[config.mk]
export PLATFORM = sky130hd
export DESIGN_NAME = shreg_varlen_mc
export DESIGN_NICKNAME = d
export VERILOG_FILES = /design/src/rtl/shreg_varlen_mc.sv
export SDC_FILE = /design/constraint.sdc
export NUM_CORES = 1
export LEC_CHECK = 0
export ABC_AREA = 0
export ABC_CLOCK_PERIOD_IN_PS = 3600
export BUFFER_PORTS_ARGS = -buffer_cell sky130_fd_sc_hd__buf_2
export CORE_UTILIZATION = 58
export CTS_BUF_LIST = sky130_fd_sc_hd__clkbuf_8
export CTS_CLUSTER_SIZE = 40
export DETAILED_ROUTE_END_ITERATION = 6
export GPL_TIMING_DRIVEN = 0
export HOLD_SLACK_MARGIN = 0.1
export PLACE_DENSITY = 0.81
export SLEW_MARGIN = 0
export SYNTH_ARGS = -nofsm -noshare
export SYNTH_HDL_FRONTEND = slang
export SYNTH_SLANG_ARGS = --single-unit
[constraint.sdc]
create_clock -name clk -period 3.6 [get_ports clk]
set_input_delay 0.72 -clock clk [delete_from_list [all_inputs] [get_ports clk]]
set_output_delay 0.72 -clock clk [all_outputs]
set_load 0.005 [all_outputs]
[src/rtl/shreg_varlen_mc.sv]
`default_nettype none
// ============================================================================
// Module  : shreg_varlen_mc
// Purpose : Multi-channel variable-tap shift register with fill/valid tracking
//           and optional output register.
// Revision: 1.0 - initial release
// ============================================================================
module shreg_varlen_mc #(
    parameter int WIDTH    = 1,
    parameter int DEPTH    = 130,
    parameter int CHANNELS = 2,
    parameter int OUTREG   = 0,
    parameter int RESET_EN = 1
) (
    input  logic                         clk,
    input  logic                         r,
    input  logic                         ce,
    input  logic [CHANNELS*WIDTH-1:0]    i,
    input  logic [CHANNELS*32-1:0]       l,
    output logic [CHANNELS*WIDTH-1:0]    q,
    output logic [CHANNELS-1:0]          q_valid,
    output logic [$clog2(DEPTH+1)-1:0]   fill
);

    localparam int          FW      = $clog2(DEPTH + 1);
    localparam int          IW      = (DEPTH > 1) ? $clog2(DEPTH) : 1;
    localparam logic [31:0] c_depth = 32'(DEPTH);

    // Alternating power-up pattern, phase-shifted by lane and bit index.
    function automatic logic [DEPTH-1:0] init_pattern(input int ofs);
        logic [DEPTH-1:0] v;
        v = '0;
        for (int d = 0; d < DEPTH; d++) begin
            v[d] = ((d + ofs) % 2) == 0;
        end
        return v;
    endfunction

    logic [FW-1:0]             r_fill = '0;
    logic [CHANNELS*WIDTH-1:0] w_q;
    logic [CHANNELS-1:0]       w_valid;

    always_ff @(posedge clk) begin
        if (r) begin
            r_fill <= '0;
        end else if (ce && (r_fill != FW'(DEPTH))) begin
            r_fill <= r_fill + FW'(1);
        end
    end

    assign fill = r_fill;

    genvar gc, gw;
    generate
        for (gc = 0; gc < CHANNELS; gc++) begin : g_ch
            logic [31:0]   w_l;
            logic          w_inrange;
            logic [IW-1:0] w_idx;

            // Full 32-bit compare so out-of-range taps never alias onto a stage.
            assign w_l          = l[gc*32 +: 32];
            assign w_inrange    = w_l < c_depth;
            assign w_idx        = w_l[IW-1:0];
            assign w_valid[gc]  = w_inrange && (32'(r_fill) > w_l);

            for (gw = 0; gw < WIDTH; gw++) begin : g_bit
                localparam logic [DEPTH-1:0] c_init = init_pattern(gc + gw);

                logic [DEPTH-1:0] r_sr = c_init;

                // With RESET_EN=0 the chain has no reset term, keeping it SRL-mappable.
                always_ff @(posedge clk) begin
                    if (r) begin
                        if (RESET_EN != 0) begin
                            r_sr <= '0;
                        end
                    end else if (ce) begin
                        for (int d = DEPTH - 1; d > 0; d--) begin
                            r_sr[d] <= r_sr[d-1];
                        end
                        r_sr[0] <= i[gc*WIDTH + gw];
                    end
                end

                assign w_q[gc*WIDTH + gw] = w_inrange & r_sr[w_idx];
            end
        end

        if (OUTREG != 0) begin : g_outreg
            logic [CHANNELS*WIDTH-1:0] r_q;
            logic [CHANNELS-1:0]       r_valid;

            // Free-running (not ce-gated) so tap-select changes always propagate.
            always_ff @(posedge clk) begin
                if (r) begin
                    r_q     <= '0;
                    r_valid <= '0;
                end else begin
                    r_q     <= w_q;
                    r_valid <= w_valid;
                end
            end

            assign q       = r_q;
            assign q_valid = r_valid;
        end else begin : g_comb
            assign q       = w_q;
            assign q_valid = w_valid;
        end
    endgenerate

endmodule
`default_nettype wire
==> results.md <==
- Run status: complete, no violations
- Syn Nets: around 1200
- Die area: 0.0215 mm^2
- CP Launch Type: input port
- CTS buffer count: 44
- Min cycle time layout: roughly 3.6 ns
- Clk root buf: clkbuf_8
- Ports: about 80
- Die height: between 100 and 150 um
- Hold WS: 0.419 ns
- H-tree levels: 2
- Xor/xnor share of the synthesized area: less than 1%
- Via density: between 5 and 6
- Clock latency on the worst-skew pair: roughly 0.56 ns
- Power Density: about 430 mW/mm^2
- GRT busiest layer: met2
- LEAKAGE: between 6 and 7 nW
- Clk sinks: 268
- R2r startpoint: fill[0]
- Die W: between 100 and 150 um
- Synth Register Bits: 268
- Slew @ Worst Pin: 0.824 ns
- Syn Std Cell Area: 0.0121 mm^2
- Part of the Yosys area used for sequential elements: 44.3%
- PortBufs: 75
- Library cells used by synthesis: between 40 and 50
- Clk buf depth: 3
- FILL cells: around 1500
- Number of global-route vias before repair: slightly below 9000
- Clock skew: roughly 0.015 ns
- Setup TNS: 0 ns
- Grt met3 use: 4.75%
- Hold Path Stages: 3
- Mux cell area share after synthesis: a little over a third
- Synth cell count leaders: mux2i_1 (301), nor2_1 (275), dfxtp_1 (268), mux4_2 (53), clkbuf_1 (42)
- Worst reg2reg path depth: 8
- Pin count of the biggest net entering global routing: 13
- Synth Area in Simple Gates: 11.7%
- Top-count cell post-synth: mux2i_1
- Area leader, netlist: dfxtp_1
- Worst r2r dst: fill[5]
- Maximum VDD drop: approximately 0.00030 V
- Setup crit end kind: output pin
- Final setup viols: 0
- Fraction of layout cells with a size suffix above 1: ~17%
- Drt drc: 0
- Rows: between 50 and 60
- Pre-antenna DRT Iters: 5
- Grt met1 use: 30.3%
- Synth top area share: approximately 44%
- Syn Area/Cell: 10.6 um^2
- Max-cap check violation count: 0
- DRT iter0 DRCs: around 470
- CTS tree: built
- Placed cell areas: 0.0128 mm^2
- RSZ-0062 raised after global routing: false
- Initial antenna violation count: 1
- Number of routed nets with antenna violations: 0
- Crit Path Category: in -> out
- Warnings, synthesis: 0
- Final Max Tran Viols: 0
- Via count: between 8000 and 9000
- Compound-Gate Fraction of Synth Area: 3.22%
- Crit path arrival time: 2.86 ns
- Ranking of synthesized cells by area: dfxtp_1 (44%), mux2i_1 (25%), mux4_2 (9.9%)
- Synth Instances: 1145
- GR Overflow Total: 0
- Synth Area in Adders: about 1.9%
- Fmax: 0.279 GHz
- First-pass GRT wire length: between 40 and 50 mm
- Core area: ~0.02 mm^2
- Final Wtd Congestion: around 0.86
- Reg2reg setup slack: ~1.5 ns
- Worst slew margin: between 40% and 50%
- Post-DP HPWL: around 18 mm
- Final WL: ~26 mm
- Hold Path Class: in -> reg
- Asr flop ratio synth: 0%
- Final period utilization: roughly 99%
- Gr usage total: about a quarter
- Post-synth EDFFs: 0
- Final hold vios: 0
- Mean routed wirelength per cell: between 15 and 20 um
- CP max FO: 8
- Layout overhead on the synthesized area: 14.6%
- Met2 usage: 42.4%
- Min-Delay Endpoint: g_ch[1].g_bit[0].r_sr[0]
- Initial core utilization: about three fifths
- Prevailing post-synth register cell: dfxtp_1
- Final cell count without fillers: roughly 1600
- Layout Nets: around 1400
- CP required: 2.88 ns
- Largest family of logic cells by synthesized area: multiplexers
- CTS Hold Bufs: 0
- Final Instance Area: roughly 0.014 mm^2
- Inst Count DP: 1490
- Hold_sp: i[1]
- Clock transition at the registers of the reported paths: around 0.060 ns
- N_diodes: 0
routing by layer:
metal  vias to the layer above  part of all wire [%]
li1                       4326                     -
met1                      4315                    43
met2                       219                    50
met3                        45                   5.0
met4                         2                   1.8
met5                         -                 0.049
how the worst max path moves through the flow:
stage | start | to | slack, ns | depth (start not counted)
floorplan | l[0] | q[0] | 0.38 | 8
global placement | l[33] | q[1] | -0.45 | 9
detailed placement | l[33] | q[1] | -0.43 | 9
CTS | l[2] | q[0] | 0.003 | 8
global route | l[0] | q[0] | 0.005 | 9
finish | l[0] | q[0] | 0.02 | 10
layout make-up:
| cell class | count | area (um^2) | area share, % |
|---|---|---|---|
| multi-input combinational | 781 | 6380 | 46.0 |
| sequential | 268 | 5370 | 38.6 |
| clock buffer | 51 | 702 | 5.06 |
| timing repair buffer | 81 | 480 | 3.46 |
| buffer | 78 | 437 | 3.14 |
| tap | 270 | 338 | 2.43 |
| clock inverter | 20 | 119 | 0.856 |
| inverter | 16 | 61.3 | 0.442 |
worst max-delay path, cell delays in order:
cell,delay (ns)
buf_4,0.11
buf_12,0.15
buf_12,0.14
mux4_2,0.50
mux2_4,0.28
nand4_1,0.12
o2111ai_2,0.14
a311o_1,0.36
and4_1,0.20
buf_2,0.13
state kept, by name, indices dropped and copies added (netlist names):
signal	flops
g_ch.g_bit.r_sr	260
fill	8
per-stage QoR:
stage               utilization (%)  power, mW  setup WS [ns]
detailed placement             63.0       3.47         -0.430
floorplan                         -       3.34          0.383
CTS                            67.6       5.98        0.00326
finish                         68.2       5.96         0.0219
global route                   68.2       6.17        0.00529
global placement               63.0       3.47         -0.449
placed cells by master, fill, tap and decap left out, drive strengths merged, types with 4 or more instances in the layout:
cell    netlist  final
o21ai        12     12
nand4         9      9
mux2i       301    301
dfxtp       268    268
a21oi        11     11
a221oi        8      8
nor4         14     14
a21o          4      4
o22ai         5      5
inv          15     33
nor3          7      7
ha           18     18
mux4         53     53
o221ai        4      4
nand3         7      7
buf          37    115
xor2          5      5
nor2        275    275
nand2        11     11
clkbuf       43     95
power breakdown:
group	switching, mW	leakage (nW)	total [mW]	internal, mW
Clock	1.17	0.483	2.52	1.35
Combinational	0.267	3.48	0.464	0.197
Sequential	0.00753	2.16	2.98	2.97
Total	1.44	6.12	5.96	4.52
cells by family (layout without fill, tap and decap cells):
| family | count (synthesis) | count (layout) |
|---|---|---|
| multiplexers | 356 | 356 |
| AND/OR/NAND/NOR | 343 | 343 |
| flip-flops | 268 | 268 |
| buffers and inverters | 96 | 246 |
| AO/OA/AOI/OAI | 57 | 57 |
| adder cells (fa/ha/maj) | 18 | 18 |
| XOR/XNOR | 7 | 7 |
timing repair:
action,CTS,global route
pin swaps,3,4
setup buffers,1,2
gates resized for setup,31,16
gates cloned,1,2
setup endpoints to repair,4,2
Power figures use the tool's default switching activity.
